[config.mk]
export PLATFORM = sky130hd
export DESIGN_NAME = cook_timer_ctrl
export DESIGN_NICKNAME = d
export VERILOG_FILES = /design/src/rtl/cook_timer_ctrl.sv
export SDC_FILE = /design/constraint.sdc
export NUM_CORES = 1
export LEC_CHECK = 0
export BUFFER_PORTS_ARGS = -buffer_cell sky130_fd_sc_hd__buf_4
export CELL_PAD_IN_SITES_DETAIL_PLACEMENT = 0
export CELL_PAD_IN_SITES_GLOBAL_PLACEMENT = 1
export CORE_UTILIZATION = 35
export CTS_CLUSTER_SIZE = 24
export DETAILED_ROUTE_END_ITERATION = 16
export PLACE_DENSITY_LB_ADDON = 0.1
export SLEW_MARGIN = 20
export SYNTH_ARGS = -nofsm -noshare
export SYNTH_HDL_FRONTEND = slang
export SYNTH_SLANG_ARGS = --single-unit
[constraint.sdc]
create_clock -name clk -period 4.5 [get_ports clk]
set_input_delay 0.225 -clock clk [delete_from_list [all_inputs] [get_ports clk]]
set_output_delay 0.225 -clock clk [all_outputs]
set_load 0.02 [all_outputs]
[src/rtl/cook_timer_ctrl.sv]
`default_nettype none
// ============================================================================
// Module   : cook_timer_ctrl
// Purpose  : Microwave cook-cycle controller. Builds an M:SS BCD cook time
//            from keypad digits, counts it down on a 1 Hz tick, handles
//            door/stop pauses and holds a done indication for a few seconds.
// Revision : 1.0 - initial release
// ============================================================================
module cook_timer_ctrl #(
  parameter int DONE_TICKS = 3,
  parameter int DONE_W     = 2
) (
  input  logic       clk,
  input  logic       clear,
  input  logic [3:0] D,
  input  logic       loadn,
  input  logic       tick_1hz,
  input  logic       startn,
  input  logic       stopn,
  input  logic       door_closed,
  output logic       enc_enable,
  output logic [3:0] min_ones,
  output logic [3:0] sec_tens,
  output logic [3:0] sec_ones,
  output logic       mag_on,
  output logic       done
);

  typedef enum logic [2:0] {
    ST_IDLE  = 3'd0,
    ST_ENTRY = 3'd1,
    ST_COOK  = 3'd2,
    ST_PAUSE = 3'd3,
    ST_DONE  = 3'd4
  } state_t;

  // Hold-counter value seen on the tick that ends the done display.
  localparam logic [DONE_W-1:0] C_HOLD_LAST = DONE_W'(DONE_TICKS - 1);

  state_t            state_q, state_d;
  logic [3:0]        min_q, min_d;
  logic [3:0]        tens_q, tens_d;
  logic [3:0]        ones_q, ones_d;
  logic [DONE_W-1:0] hold_q, hold_d;
  logic              loadn_q, startn_q, stopn_q;
  logic              enc_q, enc_d;
  logic              mag_q, mag_d;
  logic              done_q, done_d;

  // Falling-edge events on the active-low inputs.
  logic key_ev, start_ev, stop_ev, key_ok, time_nz;
  logic [3:0] dec_min, dec_tens, dec_ones;
  logic dec_zero;

  assign key_ev   = loadn_q & ~loadn;
  assign start_ev = startn_q & ~startn;
  assign stop_ev  = stopn_q & ~stopn;
  assign key_ok   = key_ev && (D <= 4'd9);
  assign time_nz  = (min_q != 4'd0) || (tens_q != 4'd0) || (ones_q != 4'd0);

  // One-second BCD decrement with borrow from tens and then minutes.
  always_comb begin
    dec_min  = min_q;
    dec_tens = tens_q;
    dec_ones = ones_q;
    if (ones_q != 4'd0) begin
      dec_ones = ones_q - 4'd1;
    end else begin
      dec_ones = 4'd9;
      if (tens_q != 4'd0) begin
        dec_tens = tens_q - 4'd1;
      end else begin
        dec_tens = 4'd5;
        dec_min  = min_q - 4'd1;
      end
    end
    dec_zero = (dec_min == 4'd0) && (dec_tens == 4'd0) && (dec_ones == 4'd0);
  end

  // Next-state, digit and output decode; stop beats start, start beats key.
  always_comb begin
    state_d = state_q;
    min_d   = min_q;
    tens_d  = tens_q;
    ones_d  = ones_q;
    hold_d  = hold_q;
    case (state_q)
      ST_IDLE: begin
        if (key_ok && !start_ev && !stop_ev) begin
          min_d   = tens_q;
          tens_d  = ones_q;
          ones_d  = D;
          state_d = ST_ENTRY;
        end
      end
      ST_ENTRY: begin
        if (stop_ev) begin
          min_d   = 4'd0;
          tens_d  = 4'd0;
          ones_d  = 4'd0;
          state_d = ST_IDLE;
        end else if (start_ev) begin
          // A rejected start still swallows any key in the same cycle.
          if (time_nz && door_closed) begin
            state_d = ST_COOK;
          end
        end else if (key_ok) begin
          min_d  = tens_q;
          tens_d = ones_q;
          ones_d = D;
        end
      end
      ST_COOK: begin
        if (stop_ev || !door_closed) begin
          state_d = ST_PAUSE;
        end else if (tick_1hz) begin
          min_d  = dec_min;
          tens_d = dec_tens;
          ones_d = dec_ones;
          if (dec_zero) begin
            hold_d  = '0;
            state_d = ST_DONE;
          end
        end
      end
      ST_PAUSE: begin
        if (stop_ev) begin
          min_d   = 4'd0;
          tens_d  = 4'd0;
          ones_d  = 4'd0;
          state_d = ST_IDLE;
        end else if (start_ev && door_closed) begin
          state_d = ST_COOK;
        end
      end
      ST_DONE: begin
        min_d  = 4'd0;
        tens_d = 4'd0;
        ones_d = 4'd0;
        if (start_ev || stop_ev) begin
          hold_d  = '0;
          state_d = ST_IDLE;
        end else if (tick_1hz) begin
          if (hold_q == C_HOLD_LAST) begin
            hold_d  = '0;
            state_d = ST_IDLE;
          end else begin
            hold_d = hold_q + DONE_W'(1);
          end
        end
      end
      default: begin
        min_d   = 4'd0;
        tens_d  = 4'd0;
        ones_d  = 4'd0;
        hold_d  = '0;
        state_d = ST_IDLE;
      end
    endcase
    enc_d  = (state_d == ST_IDLE) || (state_d == ST_ENTRY);
    mag_d  = (state_d == ST_COOK);
    done_d = (state_d == ST_DONE);
  end

  // State, digits, edge-detect history and registered outputs.
  always_ff @(posedge clk) begin
    if (clear) begin
      state_q  <= ST_IDLE;
      min_q    <= 4'd0;
      tens_q   <= 4'd0;
      ones_q   <= 4'd0;
      hold_q   <= '0;
      loadn_q  <= 1'b1;
      startn_q <= 1'b1;
      stopn_q  <= 1'b1;
      enc_q    <= 1'b1;
      mag_q    <= 1'b0;
      done_q   <= 1'b0;
    end else begin
      state_q  <= state_d;
      min_q    <= min_d;
      tens_q   <= tens_d;
      ones_q   <= ones_d;
      hold_q   <= hold_d;
      loadn_q  <= loadn;
      startn_q <= startn;
      stopn_q  <= stopn;
      enc_q    <= enc_d;
      mag_q    <= mag_d;
      done_q   <= done_d;
    end
  end

  assign enc_enable = enc_q;
  assign min_ones   = min_q;
  assign sec_tens   = tens_q;
  assign sec_ones   = ones_q;
  assign mag_on     = mag_q;
  assign done       = done_q;

endmodule
`default_nettype wire

# Word-level counts from Yosys, hierarchy flattened
# Cells that the tools add are included.
totals:
  ff_bits: 23
  inputBits: 11
  output_inout_bits: 15
  wordCells: 112
classes:
  add_sub_neg: 4
  magnitude_cmp: 1
  n_eq_ne: 16
  muxes: 47
  n_bitwise: 7
  reduce_logical: 26
op_table:
  columns: ["cell", "count"]
  rows:
  - ["4-bit 2-to-1 mux", 24]
  - ["4-bit case mux with 4 select lines", 3]
  - ["3-bit 2-to-1 mux", 12]
  - ["3-bit case mux with 5 select lines", 1]
  - ["4-bit logical NOT", 3]
  - ["2-bit 2-to-1 mux", 6]
  - ["4-bit nonzero test", 3]
  - ["4-bit by 1-bit subtractor with 4-bit output (second input constant)", 3]
  - ["2-bit inequality test (second input constant)", 5]
  - ["3-bit by 2-bit equality test with 1-bit output (second input constant)", 3]
  - ["3-bit inequality test (second input constant)", 3]
  - ["1-bit logical AND", 7]
  - ["3-bit by 1-bit equality test with 1-bit output (second input constant)", 2]
  - ["3-bit equality test (second input constant)", 2]
  - ["3-bit logical NOT", 2]
  - ["2-bit case mux with 3 select lines", 1]
  - ["6-bit AND reduction", 1]
  - ["1-bit logical OR", 5]
  - ["5-bit AND reduction", 1]
  - ["4-bit <= comparator (second input constant)", 1]
  - ["1-bit NOT", 4]
  - ["1-bit AND", 3]
  - ["1-bit logical NOT", 3]
  - ["3-bit OR reduction", 1]
  - ["other kinds (2)", 2]

# Longest topological paths before layout
depth:
  word_depth: 12
  ltp_mapped: 8
  ltp_nobuf: 7

# Worst setup path before layout
# Ideal clock, no wire load.
synth_path:
  path_kind: "register to register"
  from: "register ones_q[0] (netlist: sec_ones[0])"
  to: "register hold_q[0]"
  setup_time_ns: 0.120
  arrival_ns: 1.984
  required_time_ns: 4.380
  path_slack_ns: 2.395
  path_stages_with_launch: 9
  n_path_buf: 1
  period_less_slack_ns: 2.105
  path_cell_list: "dfxtp_1 -> inv_1 -> ha_1 -> or4b_1 -> buf_6 -> nor4_4 -> nor4_1 -> nor3_2 -> o21ai_1"
synth_via:
  elab_chain_len: 7
  word_cells_on_any_way: 12
  cone_classes: "add/sub: 1; eq/ne: 1; mux: 3; reduce/logical: 7"
synth_lines:
  columns: ["element", "line_no", "source"]
  rows:
  - ["from (decl)", "43", "logic [3:0] ones_q, ones_d;"]
  - ["from (signal assigned)", "183", "ones_q <= ones_d;"]
  - ["parallel branches: the longest is 4 deep, another holds 4-bit by 1-bit subtractor with 4-bit output", null, null]
  - ["1-bit logical AND (*)", "77", "dec_zero = (dec_min == 4'd0) && (dec_tens == 4'd0) && (dec_ones == 4'd0);"]
  - ["2-bit inequality test (no line) (*)", null, null]
  - ["5-bit AND reduction (no line) (*)", null, null]
  - ["to (signal assigned)", "184", "hold_q <= hold_d;"]
  - ["to (decl)", "44", "logic [DONE_W-1:0] hold_q, hold_d;"]
# Every way passes the cells marked *.
# A chain may end at the register's enable or synchronous reset.

# Worst setup path after layout
layout_path:
  from: "register ones_q[0] (netlist: sec_ones[0])"
  to: "register mag_q (netlist: mag_on)"
layout_via:
  elab_chain_len: 10
  word_cells_on_any_way: 20
  cone_classes: "add/sub: 1; eq/ne: 1; mux: 10; reduce/logical: 8"
layout_lines:
  columns: ["element", "line_no", "source"]
  rows:
  - ["parallel branches: the longest is 8 deep, another holds 4-bit by 1-bit subtractor with 4-bit output", null, null]
  - ["3-bit case mux with 5 select lines (*)", "87", "case (state_q)"]
  - ["3-bit by 2-bit equality test with 1-bit output (*)", "161", "mag_d = (state_d == ST_COOK);"]
  - ["to (signal assigned)", "189", "mag_q <= mag_d;"]
  - ["to (decl)", "47", "logic mag_q, mag_d;"]
# Marks and branches as above.

==> results by group <==
Run status
  – Result of the run: finished, final reports clean

Clocking
  – Maximum count of clock buffers along a single path: 2
  – Clk Latency, worst-skew pair: 0.27 ns
  – Clock tree from TritonCTS: built
  – Post-CTS Setup Repair Bufs: 0
  – CTS buffer count: 3
  – Register clock-pin slew on the reported worst setup and hold paths: 0.09 ns
  – Master cell of the clock root buffer: sky130_fd_sc_hd__clkbuf_8
  – Level count of the clock H-tree: 1
  – Clk sink count: 23
  – Number of hold buffers added after CTS: 0
  – PostCTS Resize Cnt: 0

Synthesis
  – Mean cell area of the mapped netlist: 8.15 µm²
  – Synthesized area: ~1500 µm²
  – Number of flops mapped to enable cells by yosys: 0
  – Predominant post-synthesis flop cell: sky130_fd_sc_hd__dfxtp_1
  – Instance count of the mapped netlist: 190
  – Unique cell type count in the Yosys netlist: between 50 and 60
  – Post-synthesis net count: between 200 and 250
  – Count of synthesis-stage warnings from yosys: 0
  – Proportion of synthesized chip area in sequential cells: 0.297
  – Post-synthesis async set-or-reset flop share: 0
  – Total of flip-flops plus latches after synthesis: 23

Power and ir drop
  – P_leak: ~0.00066 µW
  – VDD IR-drop max: between 0.1 and 0.15 mV
  – Power density of the placed cells: 285 nW/µm²

Critical path
  – Number of cells traversed by the worst register-to-register path: 7
  – Capturing point of the worst reg2reg path: mag_on$_SDFF_PP0_
  – Capture point of the critical path: mag_on$_SDFF_PP0_
  – Critical Path Start Type: register
  – Setup CP Type: register to register
  – Arrival time reported for the critical path endpoint: between 2 and 3 ns
  – Register-to-register setup slack: about 2.1 ns
  – Worst setup path startpoint: sec_ones[0]$_SDFFE_PP0P_
  – Kind of end point of the critical path: register
  – Critical register-to-register path startpoint: sec_ones[0]$_SDFFE_PP0P_
  – Req. time, crit path: 4.70 ns
  – Largest fanout of any net on the critical path: 9

Global route
  – Total grt overflow: 0
  – Global-route usage over all layers: 0.192
  – Vias in the first global route: around 1300
  – Global-route wire length before repair: about 6700 µm
  – Largest net degree at the start of global routing: 28
  – Number of antenna violations at the first check in global routing: 0

Detailed routing
  – Antenna viol nets, final: 0
  – Average wire length per cell after detail routing: about 16 µm
  – Number of remaining DRC errors: 0
  – Routed wire length: around 4100 µm
  – Initial DRC count: 101
  – Vias: 1473
  – Drt pass-1 iters: 4
  – Detail-routed via count per cell: 5.80

Finish
  – Most frequent cells in the layout: sky130_fd_sc_hd__buf_4, sky130_fd_sc_hd__dfxtp_1, sky130_fd_sc_hd__nor2_1
  – Fraction of final layout cells with drive strength greater than 1: 0.225
  – Commonest non-fill, non-tap cell in the layout: sky130_fd_sc_hd__buf_4
  – Area delta synth->final: 14.6%
  – Non-Filler Cell Area, Final: 1780 µm²
  – Layout Nets: between 200 and 250
  – Final core utilization: 0.431
  – Total inserted antenna cells: 0

Floorplanning
  – Floorplan Core Area: slightly above 4000 µm²
  – Starting utilization of the core area: 0.376
  – # rows: 23
  – Die boundary width: between 60 and 70 µm
  – I/O pin total: 26
  – Height of the die: roughly 69 µm
  – Die Outline Area: ~4700 µm²

STA
  – Period Utilization, post-route: 0.535
  – Transition time of the tightest slew-check pin: roughly 0.87 ns
  – Max-slew violation count: 0
  – Count of endpoints failing hold in the final timing report: 0
  – Number of setup violations in the final report: 0
  – Hold Worst Slack: 0.146 ns
  – Setup ws final: between 2 and 2.5 ns
  – Minimum clock period after layout: between 2 and 2.5 ns
  – Headroom to the max-slew limit: 0.417
  – Setup repair after global routing missed its margin: no
  – Maximum clock rate: around 420 MHz
  – Setup TNS: 0 ns
  – Fin Clk Skew: between 0.002 and 0.003 ns

Placed design
  – Placed wire-length estimate: between 2000 and 3000 µm
  – Worst Setup Slack post-DPL: between 2 and 2.5 ns
  – Number of buffers inserted by port buffering: 25
  – Placer's final routability congestion estimate: approximately 0.88
  – Post-detailed-placement cell area: around 1700 µm²

Flow run
  – Maximum Capacitance Violations: 0

Hold path
  – Type of the worst min-delay path: input pin to register
==> worst max-delay path, stage by stage (launching register included) <==
cell and delay, ns:
sky130_fd_sc_hd__dfxtp_1 0.45, sky130_fd_sc_hd__inv_1 0.10, sky130_fd_sc_hd__ha_1 0.30, sky130_fd_sc_hd__or4b_1 0.47
sky130_fd_sc_hd__nor4_2 0.10, sky130_fd_sc_hd__nor4_1 0.55, sky130_fd_sc_hd__o21ai_1 0.21, sky130_fd_sc_hd__a21oi_1 0.16
==> layer usage <==
metal | vias up | wire length [µm] | global-route usage
li1 | 734 | - | -
met1 | 701 | 2030 | 0.276
met2 | 36 | 1900 | 0.295
met3 | 2 | 193 | 0.0362
met4 | 0 | 25 | 0.0391
met5 | - | 0 | 0
==> logic make-up (layout without fill, tap and decap cells) <==
| kind of cell | Yosys count | count (layout) | share of synthesized area |
|---|---|---|---|
| simple gates | 85 | 85 | 0.340 |
| compound gates | 53 | 53 | 0.250 |
| flops | 23 | 23 | 0.297 |
| buf+inv | 23 | 37 | 0.0695 |
| fa+ha+maj | 4 | 4 | 0.0323 |
| xor+xnor | 2 | 2 | 0.0113 |
==> per-stage QoR <==
stage	cells	total power (µW)
floorplan	190	343
global placement	250	377
detailed placement	250	377
CTS	254	513
global route	254	537
finish	254	506
==> area by class of cell <==
cell class / count / area, µm²
fillers: 432 / 2340
repair buffers: 26 / 195
clock buffers: 4 / 45.0
well taps: 50 / 62.6
inverters: 7 / 26.3
flip-flops and latches: 23 / 460
multi-input cells: 144 / 986
==> registers in the layout, indices dropped and copies added (netlist names) <==
register / count
state_q: 3
mag_on: 1
min_ones: 4
sec_ones: 4
done: 1
enc_enable: 1
hold_q: 2
sec_tens: 4
stopn_q: 1
startn_q: 1
loadn_q: 1
==> cell usage after synthesis, types with 6 or more instances <==
| library cell | number | area (µm²) |
|---|---|---|
| sky130_fd_sc_hd__dfxtp_1 | 23 | 460 |
| sky130_fd_sc_hd__nor2_1 | 19 | 71.3 |
| sky130_fd_sc_hd__a21oi_1 | 11 | 55.1 |
| sky130_fd_sc_hd__nand2_1 | 11 | 41.3 |
| sky130_fd_sc_hd__clkbuf_1 | 9 | 33.8 |
| sky130_fd_sc_hd__nor3_1 | 8 | 40.0 |
| sky130_fd_sc_hd__a211oi_1 | 7 | 52.6 |
| sky130_fd_sc_hd__inv_1 | 7 | 26.3 |
| sky130_fd_sc_hd__o21ai_0 | 7 | 35.0 |
| sky130_fd_sc_hd__nand2b_1 | 6 | 37.5 |
| sky130_fd_sc_hd__nand3b_1 | 6 | 45.0 |
==> worst min-delay path by stage <==
stage,slack (ns),from,to,cells past startpoint
2_1_floorplan,0.33,loadn,loadn_q$_SDFF_PP1_,1
3_5_place_dp,0.43,loadn,loadn_q$_SDFF_PP1_,2
3_3_place_gp,0.42,loadn,loadn_q$_SDFF_PP1_,2
4_1_cts,0.14,startn,startn_q$_SDFF_PP1_,2
5_1_grt,0.15,startn,startn_q$_SDFF_PP1_,2
6_report,0.15,loadn,loadn_q$_SDFF_PP1_,2
==> where the power goes <==
group | switching [µW] | leakage, µW | total [µW] | internal (µW)
combinational | 82.8 | 0.000448 | 143 | 60.4
sequential | 16.9 | 0.000187 | 229 | 212
clock | 70.7 | 0.0000228 | 134 | 63.4
total | 170 | 0.000658 | 506 | 336
Power figures use the tool's default switching activity.
